--- config.mk ---
export PLATFORM = sky130hd
export DESIGN_NAME = seg7_scan_dev
export DESIGN_NICKNAME = d
export VERILOG_FILES = /design/src/rtl/seg7_pkg.sv /design/src/rtl/seg7_hex_decode.sv /design/src/rtl/seg7_scan_dev.sv
export SDC_FILE = /design/constraint.sdc
export NUM_CORES = 1
export LEC_CHECK = 0
export CORE_UTILIZATION = 50
export CTS_CLUSTER_SIZE = 25
export DETAILED_ROUTE_END_ITERATION = 16
export HOLD_SLACK_MARGIN = 0.05
export PLACE_DENSITY = 0.71
export SETUP_SLACK_MARGIN = 0.02
export SKIP_CTS_REPAIR_TIMING = 1
export SYNTH_ARGS = -nofsm -noshare
export SYNTH_HDL_FRONTEND = slang
export SYNTH_SLANG_ARGS = --single-unit
--- constraint.sdc ---
create_clock -name clk -period 4.08 [get_ports clk]
set_input_delay 0.816 -clock clk [delete_from_list [all_inputs] [get_ports clk]]
set_output_delay 0.816 -clock clk [all_outputs]
set_load 0.02 [all_outputs]
--- src/rtl/seg7_pkg.sv ---
// Shared constants and the hex-to-segment table for the seven-segment scan driver.
// Segments are active-low; the table entries all have the point segment off.
package seg7_pkg;

    localparam logic [7:0] SEG_BLANK = 8'hFF;
    localparam int         SEG_A_BIT = 7;
    localparam int         SEG_P_BIT = 0;

    localparam logic [7:0] HEX_SEG [16] = '{
        8'h03, 8'h9F, 8'h25, 8'h0D, 8'h99, 8'h49, 8'h41, 8'h1F,
        8'h01, 8'h09, 8'h11, 8'hC1, 8'h63, 8'h85, 8'h61, 8'h71
    };

    function automatic logic [7:0] hex_to_seg(input logic [3:0] nib);
        return HEX_SEG[nib];
    endfunction

endpackage

--- src/rtl/seg7_hex_decode.sv ---
// Combinational nibble + point to active-low segment pattern {a..g,p}.
// Zero latency; no flow control.
module seg7_hex_decode
    import seg7_pkg::*;
(
    input  logic [3:0] nibble,
    input  logic       point,
    output logic [7:0] segment
);

    always_comb begin
        segment            = hex_to_seg(nibble);
        segment[SEG_P_BIT] = ~point;
    end

endmodule

--- src/rtl/seg7_scan_dev.sv ---
// Self-scanning, double-buffered common-anode display driver; loads commit at frame wrap.
// Outputs are registered one clock behind the scan index; load is always accepted (last wins).
module seg7_scan_dev
    import seg7_pkg::*;
#(
    parameter int DIGITS    = 8,
    parameter int SCAN_DIV  = 17,
    parameter int BLINK_DIV = 24
)
(
    input  logic                  clk,
    input  logic                  rst_n,
    input  logic                  load,
    input  logic [4*DIGITS-1:0]   disp_num,
    input  logic [DIGITS-1:0]     point,
    input  logic [DIGITS-1:0]     les,
    input  logic [DIGITS-1:0]     blink,
    input  logic                  lzs,
    output logic [DIGITS-1:0]     AN,
    output logic [7:0]            segment,
    output logic                  frame_tick,
    output logic                  pending
);

    localparam int IDX_W  = (DIGITS > 1) ? $clog2(DIGITS) : 1;
    localparam int WORD_W = 7*DIGITS + 1;

    logic [SCAN_DIV-1:0]  scan_cnt_q,  scan_cnt_d;
    logic [BLINK_DIV-1:0] blink_cnt_q, blink_cnt_d;
    logic [IDX_W-1:0]     idx_q,       idx_d;
    logic                 running_q,   running_d;
    logic [WORD_W-1:0]    pend_q,      pend_d;
    logic [WORD_W-1:0]    act_q,       act_d;
    logic                 pending_q,   pending_d;
    logic                 wrap_q,      wrap_d;
    logic                 frame_tick_q, frame_tick_d;
    logic [DIGITS-1:0]    an_q,        an_d;
    logic [7:0]           segment_q,   segment_d;

    logic [4*DIGITS-1:0]  act_num;
    logic [DIGITS-1:0]    act_pt, act_les, act_blk, sup;
    logic                 act_lzs, zero_run;
    logic                 scan_tick, boundary, blanked;
    logic [3:0]           cur_nib;
    logic [7:0]           dec_seg;

    assign act_num = act_q[4*DIGITS-1:0];
    assign act_pt  = act_q[5*DIGITS-1:4*DIGITS];
    assign act_les = act_q[6*DIGITS-1:5*DIGITS];
    assign act_blk = act_q[7*DIGITS-1:6*DIGITS];
    assign act_lzs = act_q[7*DIGITS];

    assign scan_tick = &scan_cnt_q;
    assign boundary  = scan_tick && running_q && (idx_q == IDX_W'(DIGITS-1));
    assign cur_nib   = 4'(act_num >> {idx_q, 2'b00});
    assign blanked   = act_les[idx_q] | (act_blk[idx_q] & blink_cnt_q[BLINK_DIV-1]);

    seg7_hex_decode u_dec (
        .nibble  (cur_nib),
        .point   (act_pt[idx_q]),
        .segment (dec_seg)
    );

    // A digit is suppressed when it and every more significant nibble are zero.
    always_comb begin
        zero_run = 1'b1;
        sup      = '0;
        for (int i = DIGITS-1; i > 0; i--) begin
            zero_run = zero_run & (act_num[4*i +: 4] == 4'd0);
            sup[i]   = act_lzs & zero_run;
        end
    end

    always_comb begin
        scan_cnt_d   = scan_cnt_q + 1'b1;
        blink_cnt_d  = blink_cnt_q + 1'b1;
        idx_d        = idx_q;
        running_d    = running_q;
        pend_d       = pend_q;
        act_d        = act_q;
        pending_d    = pending_q;
        wrap_d       = boundary;
        frame_tick_d = wrap_q;
        an_d         = '1;
        segment_d    = SEG_BLANK;

        // The first tick after reset only starts the scan at digit 0.
        if (scan_tick) begin
            running_d = 1'b1;
            if (!running_q || boundary) idx_d = '0;
            else                        idx_d = idx_q + 1'b1;
        end

        if (boundary && pending_q) begin
            act_d     = pend_q;
            pending_d = 1'b0;
        end
        if (load) begin
            pend_d    = {lzs, blink, les, point, disp_num};
            pending_d = 1'b1;
        end

        if (running_q && !blanked) begin
            an_d = ~(DIGITS'(1) << idx_q);
            if (sup[idx_q]) begin
                segment_d            = SEG_BLANK;
                segment_d[SEG_P_BIT] = ~act_pt[idx_q];
            end else begin
                segment_d = dec_seg;
            end
        end
    end

    always_ff @(posedge clk) begin
        if (!rst_n) begin
            scan_cnt_q   <= '0;
            blink_cnt_q  <= '0;
            idx_q        <= '0;
            running_q    <= 1'b0;
            pend_q       <= '0;
            act_q        <= '0;
            pending_q    <= 1'b0;
            wrap_q       <= 1'b0;
            frame_tick_q <= 1'b0;
            an_q         <= '1;
            segment_q    <= SEG_BLANK;
        end else begin
            scan_cnt_q   <= scan_cnt_d;
            blink_cnt_q  <= blink_cnt_d;
            idx_q        <= idx_d;
            running_q    <= running_d;
            pend_q       <= pend_d;
            act_q        <= act_d;
            pending_q    <= pending_d;
            wrap_q       <= wrap_d;
            frame_tick_q <= frame_tick_d;
            an_q         <= an_d;
            segment_q    <= segment_d;
        end
    end

    assign AN         = an_q;
    assign segment    = segment_q;
    assign frame_tick = frame_tick_q;
    assign pending    = pending_q;

endmodule

==> summary.md <==
| Metric | Value |
|---|---|
| Run status | complete, no violations |
| First-pass GRT wire length | roughly 24,000 µm |
| Unrepaired setup endpoints after global routing | no |
| Flop pwr share | 49.9% |
| Design area | 8980 µm² |
| Max Fclk | between 200 and 300 MHz |
| Synth Area in Compound Gates | roughly a tenth |
| Final Util | 61.6% |
| Residual DRC | 0 |
| Total routed wirelength | around 14,000 µm |
| Hold_sp | frame_tick_d |
| Post-Syn Area | 7510 µm² |
| Total of max-cap violations | 0 |
| Crit. Startpoint | scan_cnt_q[0] |
| Synth warn | 0 |
| DIE AREA | around 16,000 µm² |
| Final setup viols | 0 |
| Min-Delay Endpoint | frame_tick |
| Total CTS buffers | 17 |
| Sequential-to-total area share from yosys stat | between 40% and 50% |
| Slew HR | 23.8% |
| Starting Density | about half |
| Setup TNS | 0 ps |
| Synth Area in XOR/XNOR | approximately 3.5% |
| Worst EP required | approximately 4400 ps |
| Final worst path period share | a little over four fifths |
| CTS max path bufs | 2 |
| Flip-flop and latch count after synthesis | around 180 |
| Synth Flop Type | dfxtp_1 |
| CTS root buffer | clkbuf_16 |
| Ys async rst share | 0% |
| Syn Inst Count | 770 |
| Num ports | 78 |
| R2r setup slk | around 650 ps |
| Row count | between 40 and 50 |
| Final worst slack | 653 ps |
| Wire per inst | between 10 and 15 µm |
| Area Overhead vs Synth | 19.6% |
| Clock H-tree levels | 4 |
| DR vias/cell | 5.19 |
| Syn Area/Cell | around 9.8 µm² |
| Fin. Hold Viols | 0 |
| EDFF count, synth | 0 |
| X dimension of the die | around 120 µm |
| Pwr dens | ~400 nW/µm² |
| Main combinational cell family by area after synthesis | simple AND/OR/NAND/NOR gates |
| Reg2reg end | act_q[52] |
| Antenna Nets Post-Route | 0 |
| Core area | approximately 15,000 µm² |
| Clock Sinks | roughly 180 |
| Clock share of power | around 45% |
| Largest net degree at the start of global routing | 91 |
| Final nets | 902 |
| DRT iter0 DRCs | a little under 300 |
| Slew Limit Fails | 0 |
| Crit path max fanout | 34 |
| Antenna fix cells | 0 |
| Clock Skew | between 10 and 15 ps |
| Hold Crit Class | reg2reg |
| Net Switching | roughly 0.00074 W |
| Worst-Skew Late Latency | between 400 and 500 ps |
| Synth Area in Adders | between 2 and 2.5% |
| Tmin final | ~3400 ps |
| GR Overflow Total | 0 |
| Peak VDD IR | approximately 0.00028 V |
| Total GRT Usage | between 15 and 20% |
| Int Power | roughly 0.0029 W |
| Routability cong. | 0.760 |
| Lkg Pwr | between 3 and 4 nW |
| Initial antenna violation count | 0 |
| Distinct cells, synth | 47 |
| TritonCTS clock tree | built |
| WP data arrival | 3730 ps |
| Classification of the worst setup path | reg2reg |
| PortBufs | between 70 and 80 |
| Mapped Nets | about 850 |
| Final HPWL DP | between 9000 and 10,000 µm |
| Hold depth | 1 |
| Via count | 5,316 |
| Net Sw Frac | around 20% |
| Ratio of cells with drive above 1 in the final layout | 7.26% |
| DP Area | about 8400 µm² |
| Beginning of the worst register-to-register path | scan_cnt_q[0] |
| FF-to-FF path depth | 10 |
| DP Worst Slack | ~650 ps |
| CP Launch Type | flop |
| Worst hold slack | about 430 ps |
| DR pass1 iterations | 4 |
| Chip Height | roughly 120 µm |
| Slew @ Worst Pin | roughly 1100 ps |
| Vias in the first global route | about 5,200 |
| Comb pwr share | under 10% |
| Clock transition at path regs | ~60 ps |
| Post-Synth Simple-Gate Area | 21.1% |
| Critical Path End Type | flop |
| Post-synthesis mux area share | between 10% and 20% |
==> final cells by class <==
cell class                      count  area [µm²]
Clock buffer                       23         468
Clock inverter                      9         130
Fill cell                        1196        5610
Inverter                           12        45.0
Multi-Input combinational cell    535        3720
Sequential cell                   178        3560
Tap cell                          184         230
Timing Repair Buffer               83         823
==> cell usage after synthesis (9+ instances only) <==
library cell,count,share of area (%)
dfxtp_1,178,47
nand2_1,148,7.4
nor2b_1,64,5.3
a21boi_0,63,6.3
mux2i_1,60,8.0
and2_1,37,3.1
clkbuf_1,33,1.6
xnor2_1,17,2.0
nand3_1,16,1.1
ha_1,15,2.5
mux4_2,14,4.2
xor2_1,13,1.5
inv_1,11,0.55
o21ai_0,9,0.60
==> layout by cell type, fill, tap and decap left out, drive strengths merged, types with 2 or more instances in the layout <==
master | Yosys | final
nor3 | 8 | 8
dfxtp | 178 | 178
bufinv | 0 | 3
clkinvlp | 0 | 4
nor2b | 64 | 64
nor2 | 8 | 8
and4 | 3 | 3
inv | 12 | 12
or4 | 4 | 4
nand2 | 148 | 148
mux2 | 3 | 3
mux2i | 61 | 61
buf | 12 | 8
a211oi | 2 | 2
xor2 | 13 | 13
nand3 | 16 | 16
and2 | 37 | 37
o21a | 5 | 5
clkdlybuf4s50 | 0 | 75
and3 | 4 | 4
a21oi | 5 | 5
nor4 | 8 | 8
nand4 | 6 | 6
clkinv | 0 | 2
or3 | 6 | 6
nand2b | 2 | 2
mux4 | 14 | 14
xnor2 | 17 | 17
ha | 15 | 15
a21boi | 63 | 63
clkbuf | 33 | 23
o21ai | 10 | 10
o221ai | 4 | 4
==> cells by family (layout without fill, tap and decap cells) <==
family / count (synthesis) / after routing
fa+ha+maj: 15 / 15
flops: 178 / 178
compound gates: 95 / 95
mux: 78 / 78
simple gates: 317 / 317
buf+inv: 57 / 127
xor+xnor: 30 / 30
==> power by group through the flow <==
stage	Combinational, W	Sequential, W	Clock, W
after CTS	0.000175	0.00180	0.00167
after global routing	0.000189	0.00180	0.00174
final	0.000172	0.00180	0.00164
after global placement	0.000169	0.00184	0
after detailed placement	0.000174	0.00184	0
after floorplan	0.0000989	0.00183	0
==> metrics by stage <==
stage / total power, W / std cells
after detailed placement: 0.00201 / 992
after CTS: 0.00364 / 1024
final: 0.00361 / 1024
after global routing: 0.00374 / 1024
after global placement: 0.00201 / 992
after floorplan: 0.00193 / 770
==> metal layers <==
layer  GRT usage [%]  vias to the layer above  part of all wire, %
met1            23.2                     2498                   46
li1                -                     2708                    -
met3            4.30                       24                  3.6
met4            7.87                        0                  1.6
met2            33.1                       86                   49
met5               0                        -                    0
==> worst max path at each step <==
stage,end,slack [ps]
2_1_floorplan,act_q[36],1350
3_3_place_gp,act_q[55],770
3_5_place_dp,act_q[49],650
4_1_cts,act_q[49],620
5_1_grt,act_q[49],300
6_report,act_q[52],650
==> state kept, by name, summed over array words and instances, names as in the netlist <==
register and cells:
act_q 57, pend_q 57, blink_cnt_q 24, scan_cnt_q 17, AN 8, segment 8, idx_q 3, frame_tick 1
frame_tick_d 1, pending 1, running_q 1
==> worst max-delay path: stages, from the launching register on <==
cell	delay [ps]
dfxtp_1	400
ha_1	250
nand4_1	150
nor3_1	410
and4_1	260
ha_1	280
and3_1	240
nand2_1	660
buf_4	470
nand2_1	80
a21boi_0	80
Note: power is estimated with default switching activity, not from simulation.
